**config.mk**
```make
export PLATFORM = sky130hd
export DESIGN_NAME = main_mem_responder_flat
export DESIGN_NICKNAME = d
export VERILOG_FILES = /design/src/rtl/mem_pkg.sv /design/src/rtl/main_mem_responder_if.sv /design/src/rtl/mem_latency_counter.sv /design/src/rtl/main_mem_responder.sv /design/src/flat_wrapper.sv
export SDC_FILE = /design/constraint.sdc
export NUM_CORES = 1
export LEC_CHECK = 0
export ABC_AREA = 1
export CORE_AREA = 4 4 86 88
export CTS_CLUSTER_SIZE = 40
export DETAILED_ROUTE_END_ITERATION = 8
export DIE_AREA = 0 0 90 92
export GPL_ROUTABILITY_DRIVEN = 1
export HOLD_SLACK_MARGIN = 0.06
export PLACE_DENSITY = 0.79
export SYNTH_ARGS = -nofsm -noshare
export SYNTH_HDL_FRONTEND = slang
export SYNTH_SLANG_ARGS = --single-unit
```
**constraint.sdc**
```tcl
create_clock -name clk -period 1.7 [get_ports clk]
set_input_delay 0.17 -clock clk [delete_from_list [all_inputs] [get_ports clk]]
set_output_delay 0.17 -clock clk [all_outputs]
set_load 0.005 [all_outputs]
```
**src/rtl/mem_pkg.sv**
```systemverilog
// Shared encodings and widths for the main-memory line-fill responder.
package mem_pkg;

    localparam int unsigned LINE_BEATS = 4;
    localparam int unsigned BEAT_W     = 32;

    typedef logic [1:0] state_t;

    localparam state_t StIdle  = 2'b00;
    localparam state_t StWait  = 2'b01;
    localparam state_t StBurst = 2'b10;
    localparam state_t StDone  = 2'b11;

    localparam logic [1:0] LastBeatCnt = 2'(LINE_BEATS - 1);

    function automatic logic [1:0] next_beat(input logic [1:0] beat);
        return beat + 2'd1;
    endfunction

endpackage

```
**src/rtl/main_mem_responder_if.sv**
```systemverilog
// Requester-side line-fill handshake: level request in, beat strobes out.
interface main_mem_responder_if;
    import mem_pkg::*;

    logic              mem_req;
    logic [31:0]       req_addr;
    logic              mem_ready;
    logic [BEAT_W-1:0] mem_data;
    logic [1:0]        write_num;

    modport master (output mem_req, req_addr, input mem_ready, mem_data, write_num);
    modport slave  (input mem_req, req_addr, output mem_ready, mem_data, write_num);

endinterface

```
**src/rtl/mem_latency_counter.sv**
```systemverilog
// 4-bit access-latency countdown with load, decrement and zero flag.
module mem_latency_counter (
    input  logic       clk,
    input  logic       reset_n,
    input  logic       load_i,
    input  logic [3:0] load_val_i,
    input  logic       dec_i,
    output logic       zero_o
);

    logic [3:0] cnt_q, cnt_d;

    always_comb begin
        cnt_d = cnt_q;
        if (load_i) begin
            cnt_d = load_val_i;
        end else if (dec_i && (cnt_q != 4'd0)) begin
            cnt_d = cnt_q - 4'd1;
        end
    end

    always_ff @(posedge clk or negedge reset_n) begin
        if (!reset_n) begin
            cnt_q <= 4'd0;
        end else begin
            cnt_q <= cnt_d;
        end
    end

    assign zero_o = (cnt_q == 4'd0);

endmodule

```
**src/rtl/main_mem_responder.sv**
```systemverilog
// Fixed-latency main-memory responder returning a 4-beat line per request.
// Define MEM_CRITICAL_WORD_FIRST_EN to start each burst at the requested word.
module main_mem_responder
    import mem_pkg::*;
#(
    parameter int unsigned LATENCY = 4
) (
    input  logic                 clk,
    input  logic                 reset_n,
    main_mem_responder_if.slave  bus,
    output logic                 busy_out,
    output logic                 arr_rd_en,
    output logic [29:0]          arr_addr,
    input  logic [BEAT_W-1:0]    arr_data
);

    localparam logic [3:0] LoadVal = 4'(LATENCY - 1);

    state_t      state_q, state_d;
    logic [29:0] addr_q, addr_d;
    logic [1:0]  beat_q, beat_d;
    logic [1:0]  beats_q, beats_d;
    logic [1:0]  first_beat;
    logic [1:0]  rd_word;
    logic        cnt_load, cnt_dec, cnt_zero;
    logic        unused_addr_bits;

`ifdef MEM_CRITICAL_WORD_FIRST_EN
    assign first_beat = bus.req_addr[3:2];
`else
    assign first_beat = 2'b00;
`endif

    assign unused_addr_bits = ^{bus.req_addr[3:0], addr_q[1:0]};

    assign cnt_load = (state_q == StIdle) && bus.mem_req;
    assign cnt_dec  = (state_q == StWait);

    mem_latency_counter u_lat_cnt (
        .clk       (clk),
        .reset_n   (reset_n),
        .load_i    (cnt_load),
        .load_val_i(LoadVal),
        .dec_i     (cnt_dec),
        .zero_o    (cnt_zero)
    );

    // Reads are issued one cycle ahead of the beat that carries their data.
    always_comb begin
        state_d   = state_q;
        addr_d    = addr_q;
        beat_d    = beat_q;
        beats_d   = beats_q;
        arr_rd_en = 1'b0;
        rd_word   = beat_q;
        unique case (state_q)
            StIdle: begin
                if (bus.mem_req) begin
                    state_d = StWait;
                    addr_d  = bus.req_addr[31:2];
                    beat_d  = first_beat;
                    beats_d = 2'd0;
                end
            end
            StWait: begin
                if (cnt_zero) begin
                    arr_rd_en = 1'b1;
                    state_d   = StBurst;
                end
            end
            StBurst: begin
                beat_d  = next_beat(beat_q);
                beats_d = beats_q + 2'd1;
                if (beats_q != LastBeatCnt) begin
                    arr_rd_en = 1'b1;
                    rd_word   = next_beat(beat_q);
                end else begin
                    state_d = StDone;
                end
            end
            StDone: begin
                if (!bus.mem_req) begin
                    state_d = StIdle;
                end
            end
            default: state_d = StIdle;
        endcase
    end

    always_ff @(posedge clk or negedge reset_n) begin
        if (!reset_n) begin
            state_q <= StIdle;
            addr_q  <= 30'd0;
            beat_q  <= 2'd0;
            beats_q <= 2'd0;
        end else begin
            state_q <= state_d;
            addr_q  <= addr_d;
            beat_q  <= beat_d;
            beats_q <= beats_d;
        end
    end

    assign arr_addr      = {addr_q[29:2], rd_word};
    assign busy_out      = (state_q != StIdle);
    assign bus.mem_ready = (state_q == StBurst);
    assign bus.mem_data  = (state_q == StBurst) ? arr_data : '0;
    assign bus.write_num = beat_q;

endmodule

```
**src/flat_wrapper.sv**
```systemverilog
// flat-port wrapper written by rule: the top's interface ports become plain ports
module main_mem_responder_flat import mem_pkg::*;
#(
    parameter int unsigned LATENCY = 4
)
  (clk, reset_n, busy_out, arr_rd_en, arr_addr, arr_data, bus_mem_req, bus_req_addr, bus_mem_ready, bus_mem_data, bus_write_num);
  main_mem_responder_if bus_i ();
  input  logic clk;
  input  logic reset_n;
  output logic busy_out;
  output logic arr_rd_en;
  output logic [29:0] arr_addr;
  input  logic [BEAT_W-1:0] arr_data;
  input wire logic [$bits(bus_i.mem_req)-1:0] bus_mem_req;
  input wire logic [$bits(bus_i.req_addr)-1:0] bus_req_addr;
  output wire logic [$bits(bus_i.mem_ready)-1:0] bus_mem_ready;
  output wire logic [$bits(bus_i.mem_data)-1:0] bus_mem_data;
  output wire logic [$bits(bus_i.write_num)-1:0] bus_write_num;
  assign bus_i.mem_req = bus_mem_req;
  assign bus_i.req_addr = bus_req_addr;
  assign bus_mem_ready = bus_i.mem_ready;
  assign bus_mem_data = bus_i.mem_data;
  assign bus_write_num = bus_i.write_num;
  main_mem_responder #(.LATENCY(LATENCY)) u_core (.clk(clk), .reset_n(reset_n), .bus(bus_i), .busy_out(busy_out), .arr_rd_en(arr_rd_en), .arr_addr(arr_addr), .arr_data(arr_data));
endmodule
```
==> qor.csv <==
stage;metric;value;unit
run_status;status;complete, no violations;
global_route;vias in the first global route;1993;
die;Initial Util;29.5;%
logic_synthesis;Ys Warns;0;
sta;max_slew headroom;68.8;%
clocking;# clock sinks;38;
route;DRC errors left;0;
placement;area post-placement;3400;um2
logic_synthesis;Async SR Flop Fraction;100;%
sta;setup_tns;0;ns
critical_path;Buf/Inv on CP;4;
critical_path;launch point of the worst path;u_core.state_q[1];
sta;final hold vios;0;
route;Via-to-Cell Ratio;4.26;
clocking;CTS Buf Count;5;
die;I/O pin cnt;134;
power;PD cells;1550;nW/um2
placement;RePlAce Congestion;0.794;
sta;RSZ-0062 raised after global routing;yes;
cells_and_area;antenna diode count;0;
global_route;largest net degree at the start of global routing;39;
die;Die Wd;90;um
route;antenna-violating nets left;0;
logic_synthesis;Post-synth EDFFs;0;
global_route;grt total ovfl;0;
critical_path;Worst Setup EP;bus_mem_data[31];
critical_path;flop2flop setup slack;0.14;ns
critical_path;Critical Path, Cell by Cell;ha_4 -> buf_8 -> buf_16 -> nand2_1 -> inv_1 -> dlygate4sd2_1;
placement;port buffer count;129;
critical_path;Worst Path Max Fanout;15;
critical_path;r2r endpoint;u_core.state_q[0];
power;Overall Power;5.63;mW
logic_synthesis;sequential share of the synthesized area;48.6;%
clocking;CTS Root Buffer Type;clkbuf_8;
cells_and_area;final instance area;3620;um2
cells_and_area;nets;491;
hold_path;Min-Delay Path Class;in -> reg;
clocking;CTS tree;built;
die;Die ar.;8280;um2
clocking;Clock Latency Late Sink;0.28;ns
clocking;Clock Path Buffers;2;
route;final WL;5770;um
logic_synthesis;register bit total from synthesis;38;
critical_path;Worst Setup Path Type;reg -> out;
sta;min Tclk post-route;1.67;ns
cells_and_area;synth-to-layout area growth;85.0;%
die;area of the core;6640;um2
sta;max frequency;0.600;GHz
critical_path;startpoint type of the worst setup path;flip-flop;
logic_synthesis;Avg Cell Area, Syn;7.33;um2
sta;Tcrit/Tclk final;98.0;%
clocking;Clock transition at path regs;0.07;ns
logic_synthesis;Synth Instances;267;
critical_path;Arr. time, crit path;1.50;ns
global_route;initial antenna violation count;0;
power;Worst VDD drop;646;uV
critical_path;crit end category;output port;
global_route;Tot GR Track Use;13.1;%
power;P_leak;2.02;nW
route;routed len/inst;11.6;um
logic_synthesis;ys flop type;dfrtp_1;
sta;# setup viols final;0;
route;DRT iter0 DRCs;57;
logic_synthesis;Mapped Area;1960;um2
job;Max-Cap Viols;0;
cells_and_area;Final Util;54.5;%
sta;Final Skew;0.00843;ns
critical_path;CP top delay family;buffers and inverters;
clocking;H-tree depth;2;
die;die height;92;um
global_route;first-pass GRT wire length;8960;um
critical_path;crit-path max cell delay;0.41;ns
die;FP Rows;30;
logic_synthesis;Cell variety after synth;21;
cells_and_area;layout cells sized above 1;10.3;%
sta;Worst Max-Slew Pin Slew;0.469;ns
critical_path;Levels on crit path;6;
route;via count;2117;
logic_synthesis;Syn Nets;342;
critical_path;CP required;1.53;ns
critical_path;reg-to-reg startpoint;u_core.state_q[1];
critical_path;worst reg2reg path depth;7;
route;Pre-antenna DRT Iters;4;
critical_path;slowest CP cell;dfrtp_1;
placement;DP HPWL;4320;um
sta;Final Slew Violations;0;
-- cell type report --
| class | instances | area [um2] |
|---|---|---|
| Fill cell | 582 | 3020 |
| Timing Repair Buffer | 152 | 1500 |
| Sequential cell | 38 | 951 |
| Multi-Input combinational cell | 174 | 796 |
| Inverter | 45 | 169 |
| Tap cell | 80 | 100 |
| Clock buffer | 7 | 76.3 |
| Clock inverter | 1 | 30.0 |
-- per-stage QoR --
step                setup WS, ns  std cells  hold slack, ns
floorplan                  0.303        267          -0.126
global placement          -0.103        480           0.241
detailed placement        -0.112        480           0.248
CTS                       -0.128        495           0.406
global route             -0.0729        497           0.411
finish                    0.0339        497           0.413
-- worst min path at each step --
| stage | from | cells after the start | end |
|---|---|---|---|
| final | bus_req_addr[14] | 3 | u_core.addr_q[12] |
| after global placement | reset_n | 2 | u_core.addr_q[22] |
| after global routing | bus_req_addr[17] | 3 | u_core.addr_q[15] |
| after floorplan | reset_n | 0 | u_core.addr_q[10] |
| after detailed placement | reset_n | 2 | u_core.addr_q[22] |
| after CTS | bus_req_addr[14] | 3 | u_core.addr_q[12] |
-- placed cells by master (no fill, tap or decap), drive strengths merged --
cell and instances:
clkdlybuf4s15 20, dlygate4sd3 1, o22ai 1, dlygate4sd2 14, clkdlybuf4s50 91, ha 8
bufinv 1, nand3 6, xnor2 1, o21ai 3, nor2 6, a21oi 5
dfrtp 38, or2 1, buf 24, o211ai 1, o21a 1, inv 45
nand2 138, nand4 1, clkbuf 9, xor2 2
-- registers in the layout (all words and copies together) (netlist names) --
name / cells
u_core.bus.write_num: 2
u_core.u_lat_cnt.cnt_q: 4
u_core.state_q: 2
u_core.beats_q: 2
u_core.addr_q: 28
-- worst register-to-register path, delay by kind of cell (launching register included) --
kind / cells / cell delay, ns
adder cells (fa/ha/maj): 1 / 0.18
buffers and inverters: 3 / 0.43
flip-flops: 1 / 0.41
AND/OR/NAND/NOR: 3 / 0.44
-- routing by layer --
metal | vias up | GRT usage, % | share of wire (%)
met3 | 6 | 3.94 | 7.6
met2 | 105 | 23.5 | 47
met5 | - | 0 | 0
li1 | 1070 | - | -
met1 | 936 | 15.8 | 44
met4 | 0 | 2.04 | 0.73
-- report_power, final --
| part | switching, mW | internal, mW |
|---|---|---|
| Combinational | 1.43 | 1.86 |
| Clock | 0.292 | 0.439 |
| Sequential | 0.263 | 1.34 |
-- synth_stat cells, types with 2 or more instances --
cell / number / area share, %
buf_6: 2 / 1.2
inv_1: 44 / 8.4
ha_1: 8 / 5.1
o21ai_0: 3 / 0.77
buf_2: 7 / 1.8
dfrtp_1: 38 / 49
nand2_1: 137 / 26
nand3_1: 6 / 1.5
nor2_1: 5 / 0.96
a21oi_1: 5 / 1.3
xor2_1: 2 / 0.90
-- kinds of logic after synthesis --
| group | synth area share, % |
|---|---|
| adders and majority gates | 5.12 |
| and+or+nand+nor | 30.1 |
| AOI/OAI and AO/OA | 3.13 |
| buffers and inverters | 11.8 |
| DFF | 48.6 |
| xor gates and xnor gates | 1.34 |
-- what timing repair did --
| action | 4_1_cts | 5_1_grt |
|---|---|---|
| setup endpoints to repair | 37 | 3 |
| cloned | 1 | 1 |
| gates resized for setup | 55 | 25 |
| buffers inserted | 5 | 3 |
| hold buffers | 1 | 0 |
| pin swaps | 2 | 2 |
| hold endpoints to repair | 38 | 0 |
Note: power is estimated with default switching activity, not from simulation.
